<file path="src/rtl/keypad_scan_ctrl_if.sv">
// keypad_scan_ctrl_if
//   Groups the keypad matrix lines and the decoded key outputs of the
//   keypad scan controller.
//   col       : keypad column lines, active-low (driven by the keypad side)
//   row       : one-hot active-low row drive (driven by the controller)
//   key_code  : row_index*4 + col_index of the last accepted key
//   key_valid : one-cycle pulse for each newly accepted key
//   key_held  : high while the accepted key has not been accepted as released
//   Modports: master = controller side, slave = keypad/consumer side.
interface keypad_scan_ctrl_if;
  logic [3:0] col;
  logic [3:0] row;
  logic [3:0] key_code;
  logic       key_valid;
  logic       key_held;

  modport master (
    input  col,
    output row,
    output key_code,
    output key_valid,
    output key_held
  );

  modport slave (
    output col,
    input  row,
    input  key_code,
    input  key_valid,
    input  key_held
  );
endinterface

</file>
<file path="src/rtl/keypad_scan_ctrl.sv">
// keypad_scan_ctrl
//   4x4 keypad scanner with press/release debouncing. One row is driven
//   low per cycle; while no column is low the active row rotates. A detected
//   column must be seen on N consecutive samples before the key is accepted,
//   and N consecutive idle samples are needed before the release is accepted.
//   Ports:
//     clk_1000hz : 1 kHz scan/sample clock, all state changes on rising edge
//     rst_n      : asynchronous active-low reset
//     kp         : keypad_scan_ctrl_if.master (col in; row, key_code,
//                  key_valid, key_held out)
//   Parameter N (2..15): consecutive matching samples for press and release.
module keypad_scan_ctrl #(
  parameter int N = 5
) (
  input  logic                      clk_1000hz,
  input  logic                      rst_n,
  keypad_scan_ctrl_if.master        kp
);

  localparam logic [3:0] N_L = 4'(N);

  typedef enum logic [1:0] {
    SCAN    = 2'd0,
    CONFIRM = 2'd1,
    HOLD    = 2'd2
  } state_e;

  state_e     state_q, state_d;
  logic [1:0] r_q, r_d;
  logic [3:0] row_q, row_d;
  logic [1:0] cc_q, cc_d;
  logic [3:0] match_q, match_d;
  logic [3:0] rel_q, rel_d;
  logic [3:0] code_q, code_d;
  logic       valid_q, valid_d;
  logic       held_q, held_d;

  logic       key_any;
  logic [1:0] col_idx;
  logic       same_col;
  logic [3:0] match_inc;
  logic [3:0] rel_inc;

  // Column decode: lowest-index low column wins when several are low.
  always_comb begin
    key_any = (kp.col != 4'hF);
    if (!kp.col[0])      col_idx = 2'd0;
    else if (!kp.col[1]) col_idx = 2'd1;
    else if (!kp.col[2]) col_idx = 2'd2;
    else                 col_idx = 2'd3;
    same_col = key_any && (col_idx == cc_q);
  end

  // Saturating increments so neither counter can run past N.
  always_comb begin
    match_inc = (match_q >= N_L) ? N_L : match_q + 4'd1;
    rel_inc   = (rel_q   >= N_L) ? N_L : rel_q   + 4'd1;
  end

  // State register
  always_ff @(posedge clk_1000hz or negedge rst_n) begin
    if (!rst_n) state_q <= SCAN;
    else        state_q <= state_d;
  end

  // Next-state logic
  always_comb begin
    state_d = state_q;
    unique case (state_q)
      SCAN: begin
        if (key_any) state_d = CONFIRM;
      end
      CONFIRM: begin
        if (!same_col)               state_d = SCAN;
        else if (match_inc == N_L)   state_d = HOLD;
      end
      HOLD: begin
        if (!key_any && (rel_inc == N_L)) state_d = SCAN;
      end
      default: state_d = SCAN;
    endcase
  end

  // Output / datapath next values
  always_comb begin
    r_d     = r_q;
    cc_d    = cc_q;
    match_d = match_q;
    rel_d   = rel_q;
    code_d  = code_q;
    valid_d = 1'b0;
    held_d  = held_q;
    unique case (state_q)
      SCAN: begin
        if (!key_any) begin
          r_d = r_q + 2'd1;
        end else begin
          cc_d    = col_idx;
          match_d = 4'd1;
        end
      end
      CONFIRM: begin
        if (same_col) begin
          match_d = match_inc;
          if (match_inc == N_L) begin
            // {row, col} is exactly row*4 + col.
            code_d  = {r_q, cc_q};
            valid_d = 1'b1;
            held_d  = 1'b1;
            match_d = 4'd0;
          end
        end else begin
          match_d = 4'd0;
          r_d     = r_q + 2'd1;
        end
      end
      HOLD: begin
        // Any low column on the held row, even a different key, means
        // "not released yet".
        if (!key_any) begin
          if (rel_inc == N_L) begin
            held_d = 1'b0;
            rel_d  = 4'd0;
            r_d    = r_q + 2'd1;
          end else begin
            rel_d = rel_inc;
          end
        end else begin
          rel_d = 4'd0;
        end
      end
      default: begin
        match_d = 4'd0;
        rel_d   = 4'd0;
      end
    endcase
    row_d = ~(4'b0001 << r_d);
  end

  // Datapath / output registers
  always_ff @(posedge clk_1000hz or negedge rst_n) begin
    if (!rst_n) begin
      r_q     <= 2'd0;
      row_q   <= 4'b1110;
      cc_q    <= 2'd0;
      match_q <= 4'd0;
      rel_q   <= 4'd0;
      code_q  <= 4'd0;
      valid_q <= 1'b0;
      held_q  <= 1'b0;
    end else begin
      r_q     <= r_d;
      row_q   <= row_d;
      cc_q    <= cc_d;
      match_q <= match_d;
      rel_q   <= rel_d;
      code_q  <= code_d;
      valid_q <= valid_d;
      held_q  <= held_d;
    end
  end

  assign kp.row       = row_q;
  assign kp.key_code  = code_q;
  assign kp.key_valid = valid_q;
  assign kp.key_held  = held_q;

endmodule

</file>
<file path="src/flat_wrapper.sv">
// flat-port wrapper written by rule: the top's interface ports become plain ports
module keypad_scan_ctrl_flat 
#(
  parameter int N = 5
)
  (clk_1000hz, rst_n, kp_col, kp_row, kp_key_code, kp_key_valid, kp_key_held);
  keypad_scan_ctrl_if kp_i ();
  input  logic clk_1000hz;
  input  logic rst_n;
  input wire logic [$bits(kp_i.col)-1:0] kp_col;
  output wire logic [$bits(kp_i.row)-1:0] kp_row;
  output wire logic [$bits(kp_i.key_code)-1:0] kp_key_code;
  output wire logic [$bits(kp_i.key_valid)-1:0] kp_key_valid;
  output wire logic [$bits(kp_i.key_held)-1:0] kp_key_held;
  assign kp_i.col = kp_col;
  assign kp_row = kp_i.row;
  assign kp_key_code = kp_i.key_code;
  assign kp_key_valid = kp_i.key_valid;
  assign kp_key_held = kp_i.key_held;
  keypad_scan_ctrl #(.N(N)) u_core (.clk_1000hz(clk_1000hz), .rst_n(rst_n), .kp(kp_i));
endmodule
</file>
<file path="config.mk">
export PLATFORM = sky130hd
export DESIGN_NAME = keypad_scan_ctrl_flat
export DESIGN_NICKNAME = d
export VERILOG_FILES = /design/src/rtl/keypad_scan_ctrl_if.sv /design/src/rtl/keypad_scan_ctrl.sv /design/src/flat_wrapper.sv
export SDC_FILE = /design/constraint.sdc
export NUM_CORES = 1
export LEC_CHECK = 0
export ABC_AREA = 1
export ABC_CLOCK_PERIOD_IN_PS = 1800
export BUFFER_PORTS_ARGS = -buffer_cell sky130_fd_sc_hd__buf_2
export CAP_MARGIN = 20
export CORE_ASPECT_RATIO = 1.25
export CORE_MARGIN = 8
export CORE_UTILIZATION = 52
export DETAILED_ROUTE_END_ITERATION = 10
export HOLD_SLACK_MARGIN = 0.06
export PLACE_DENSITY_LB_ADDON = 0.08
export SLEW_MARGIN = 20
export SYNTH_ARGS = -nofsm -noshare
export SYNTH_HDL_FRONTEND = slang
export SYNTH_SLANG_ARGS = --single-unit
</file>
<file path="constraint.sdc">
create_clock -name clk_1000hz -period 1.8 [get_ports clk_1000hz]
set_input_delay 0.45 -clock clk_1000hz [delete_from_list [all_inputs] [get_ports clk_1000hz]]
set_output_delay 0.45 -clock clk_1000hz [all_outputs]
set_load 0.05 [all_outputs]
</file>
* Word level (Yosys, flattened, before mapping)
Cells that the tools add are included.
** Word-level totals
- Register bits after elaboration :: 24
- Output and inout port bits :: 10
- Word-level logic and storage cells :: 71
** Operators by class
- Add/sub/neg operators :: 3
- $lt $le $gt $ge :: 2
- Equality and inequality tests :: 13
- Shifts and indexed selects :: 1
- Multiplexer cells :: 30
- Bitwise logic cells :: 2
- Reduce and logical (&&, ||, !) cells :: 11
** Operator list (count)
- $mux 4 :: 7
- $mux 2 :: 10
- $pmux 2 s3 :: 2
- $pmux 4 s3 :: 1
- $ne 2x1->1 const B :: 5
- $add 4x1->4 const B :: 2
- $eq 4x3->1 const B :: 2
- $ge 4x3->1 const B :: 2
- $mux 1 :: 8
- $pmux 4 s2 :: 1
- $reduce_and 3->1 :: 2
- $reduce_and 5->1 :: 1
- $ne 4x4->1 const B :: 1
- $not 4->4 :: 1
- $reduce_and 2->1 :: 2
- $shl 1x2->4 const A :: 1
- $ne 3x3->1 const B :: 1
- $add 2x1->2 const B :: 1
- $eq 2x1->1 const B :: 1
- $eq 2x2->1 :: 1
- $eq 2x2->1 const B :: 1
- $logic_and 1x1->1 :: 2
- $logic_not 2->1 :: 1
- $ne 2x2->1 const B :: 1
- 5 further kinds :: 5

* Logic depth before layout (Yosys ltp)
- Depth after elaboration :: 9
- Gate-level depth with buffers :: 13

* Worst setup path after synthesis
No wires, ideal clock.
- Path type :: register -> register
- From :: register u_core.rel_q[0]
- To :: register u_core.row_q[0], in the netlist u_core.kp.row[0]
- Arrival time :: 1594 ps
- Path slack :: 88 ps
- Cell stages (with the launch flop) :: 11
- Path buffers :: 0
- Clock period less this slack :: 1712 ps
- Path through :: dfrtp_1 > inv_1 > ha_1 > o211ai_1 > nand3_2 > nand2_2 > nand3_2 > nand2_4 > nand2_1 > nand2_1 > nand2_1
** Between the ends
- Cells in the longest elaborated chain, start to end :: 8
- Elaborated cells on any way between the ends :: 9
- Classes of those cells :: 1 x add/sub; 1 x order compare; 1 x eq/ne; 1 x shift; 4 x mux; 1 x bitwise
** Ends and longest elaborated chain
- start, declared :: line keypad_scan_ctrl.sv:33 : logic [3:0] rel_q, rel_d;
- start signal, assigned :: line keypad_scan_ctrl.sv:156 : rel_q <= rel_d;
- $add 4x1->4 / $ge 4x3->1 (equally long branches) :: line keypad_scan_ctrl.sv:57 : rel_inc = (rel_q >= N_L) ? N_L : rel_q + 4'd1;
- $mux 4 * :: line keypad_scan_ctrl.sv:57
- $eq 4x3->1 * :: line keypad_scan_ctrl.sv:121 : if (rel_inc == N_L) begin
- $mux 2 * :: line keypad_scan_ctrl.sv:121
- $mux 2 * :: line keypad_scan_ctrl.sv:120 : if (!key_any) begin
- $pmux 2 s3 * :: line keypad_scan_ctrl.sv:93 : unique case (state_q)
- $shl 1x2->4 * :: line keypad_scan_ctrl.sv:137 : row_d = ~(4'b0001 << r_d);
- $not 4->4 * :: line keypad_scan_ctrl.sv:137
- via u_core.row_d[0] :: line keypad_scan_ctrl.sv:30 : logic [3:0] row_q, row_d;
- end signal, assigned :: line keypad_scan_ctrl.sv:153 : row_q <= row_d;
- end, declared :: line keypad_scan_ctrl.sv:30
The timed path passes the listed nets; every way through them passes the cells marked *.
A chain may end at the register's enable or synchronous reset.

* Final worst setup path
- From :: register u_core.rel_q[1]
- To :: register u_core.row_q[0], in the netlist u_core.kp.row[0]
Same word-level chain as after synthesis.

==> impl_metrics.toml <==
[synthesis]
synth.distinct_cells = 24
yosysSeqAreaShare = 0.402
avgSynthCellArea_um2 = 8.12
ys_warn_count = 0
synthCells = 185
yosysTopAreaCellShare = 0.350
synth.ff_latch_count = 24
yosysTopAreaCell = "dfrtp_1"
syn_nets = 201
syn_area_um2 = 1500
synthTopCellsByArea = "dfrtp_1 35%, nand2_1 13%, ha_1 8.3%"

[pwr]
power_density_nw_per_um2 = 1520
vdd_ir_drop_max_uv = 867
p_switching_uw = 1400
power.total_uw = 2780
power_frac_clock = 0.104
leakagePower_uw = 0.000941
seq_power_share = 0.303
power.internal_uw = 1380
sw_frac_of_total = 0.503
p_comb_frac = 0.593

[final_layout]
drive_gt1_frac = 0.364
nFillCells = 255
area_delta_synth_final_pct = 21.7
regArea_um2 = 606
multi_input_area_um2 = 866
final_area_um2 = 1830
finalNetCount = 231
mostFrequentLayoutCell = "nand2_1"
mostFrequentLayoutCells = "44 x nand2_1, 25 x inv_1, 20 x dfrtp_1, 15 x buf_2, 10 x nand2_2"
n_antenna_cell = 0

[clocking]
cts_buffers = 3
cts_htree_levels = 1
cts_tree = "done"
clk_path_buf_depth = 2
clk_pin_slew_ns = 0.13
cts.sinks = 24
clk_latency_ns = 0.32
cts_root_buffer = "clkbuf_4"

[min_path]
hold_class = "in2async"

[critical_path]
r2r-start = "u_core.rel_q[1]"
reg2reg_slack_ns = 0.04
critPathKind = "reg2reg"
r2r_cells = 14
arrival_ns = 1.98
r2r-end = "u_core.kp.row[0]"
startpoint_type = "register"
end_kind = "register"
cp.required_ns = 2.02
cp_max_fo = 4

[sta]
setup_viol = 0
timing.hold.ws_ns = 0.0763
drv_slew = 0
max_freq_mhz = 568
tightestPinTransition_ns = 0.523
relSlewSlack = 0.651
postLayoutSetupSlackWorst_ns = 0.0393
finalCritPeriodShare = 0.978
post-route-min-period_ns = 1.76
hold_violations = 0
fin_skew_ns = 0.00723
rsz0062_at_grt = "true"

[route]
first_pass_iters = 4
route.detailed.drc = 0
via_per_inst = 5.09
via_count = 1272
ant_nets = 0
wl_per_cell_um = 13.5
drt-total-wl_mm = 3.36
drt_iter0_markers = 50

[place]
pre_cts_ws_ns = -0.0613
portBuffers = 15
gp_congestion = 0.835
post_dp_cell_area_um2 = 1650
dp_hpwl_mm = 2.48

[floorplanning]
start_util = 0.530
core-area_um2 = 2840
dieArea_um2 = 4880
std_cell_rows = 22
io-pin-count = 16
dieWidth_um = 64.1
die_y_um = 76.1

[global_route]
antenna_found_initial = 0
first_global_vias = 1389
grt_max_degree = 25
grt_pass1_wl_mm = 5.62
grt-ovfl-total = 0
track_usage = 0.138

[job]
cap_violations = 0

[outcome]
outcome = "complete, no violations"
-- cell type report --
type	count	area share
Inverter	32	0.0670
Tap cell	36	0.0246
Timing Repair Buffer	25	0.0841
Sequential cell	24	0.331
Multi-Input combinational cell	129	0.473
Clock buffer	4	0.0198
-- cells in the mapped netlist (all sizes together) --
| master | instances |
|---|---|
| nor2 | 12 |
| dfrtp | 21 |
| inv | 32 |
| xnor2 | 1 |
| o22ai | 5 |
| ha | 10 |
| o211ai | 2 |
| o21ai | 15 |
| o31ai | 1 |
| a21oi | 2 |
| nand4 | 5 |
| nand2 | 59 |
| dfstp | 3 |
| nand3 | 17 |
-- through the flow --
step                 util  setup TNS (ns)  std cells
floorplan               -               0        185
global placement    0.580               0        239
CTS                 0.596               0        244
detailed placement  0.580          -0.100        239
finish              0.645               0        250
global route        0.645         -0.0904        250
-- power groups by stage --
stage	sequential, µW	combinational (µW)	clock (µW)
5_1_grt	866	1810	316
3_3_place_gp	850	1520	0
4_1_cts	852	1560	299
2_1_floorplan	1120	935	0
3_5_place_dp	862	1550	0
6_report	842	1650	290
-- worst max-delay path, stage by stage, from the launching register on --
cell and delay [ns]:
dfrtp_1 0.43, inv_2 0.13, ha_4 0.15, inv_2 0.03, nand2_2 0.07, nand2_4 0.07
o211ai_1 0.09, buf_4 0.17, nand3_4 0.09, nand2_4 0.11, nand3_4 0.07, nand2_4 0.10
nand2_2 0.05, nand2_2 0.07, nand2_1 0.05
-- how the worst max path moves through the flow --
stage | from | endpoint
floorplan | u_core.rel_q[0] | u_core.kp.row[0]
global placement | u_core.rel_q[0] | u_core.kp.row[0]
detailed placement | u_core.rel_q[0] | u_core.kp.row[0]
CTS | u_core.rel_q[0] | u_core.kp.row[0]
global route | u_core.rel_q[1] | u_core.kp.row[0]
finish | u_core.rel_q[1] | u_core.kp.row[0]
-- flip-flops by register name, summed over array words and instances, names as in the netlist --
register / count
u_core.kp.key_code: 4
u_core.kp.row: 4
u_core.match_q: 4
u_core.rel_q: 4
u_core.cc_q: 2
u_core.r_q: 2
u_core.state_q: 2
u_core.kp.key_held: 1
u_core.kp.key_valid: 1
-- repair_timing --
| action | CTS | global route |
|---|---|---|
| resized for setup | 0 | 23 |
| pin swaps | 1 | 8 |
| endpoints found under the setup margin | 4 | 10 |
| hold buffers | 0 | 0 |
| buffers inserted | 1 | 6 |
| endpoints found under the hold margin | 0 | 0 |
-- cell families after synthesis --
kind of cell             Yosys count  synth area share
AND/OR/NAND/NOR                   93             0.316
AO/OA/AOI/OAI                     25             0.111
adder cells (fa/ha/maj)           10            0.0833
buffers and inverters             32            0.0816
XOR/XNOR                           1           0.00583
flip-flops                        24             0.402
-- routing by layer --
| layer | track usage | share of wire | vias up |
|---|---|---|---|
| met5 | 0 | 0 | - |
| met3 | 0.0353 | 0.030 | 7 |
| met1 | 0.131 | 0.40 | 607 |
| met2 | 0.261 | 0.54 | 12 |
| li1 | - | - | 646 |
| met4 | 0.0694 | 0.022 | 0 |
No activity file was read; power rests on OpenSTA's default activity.
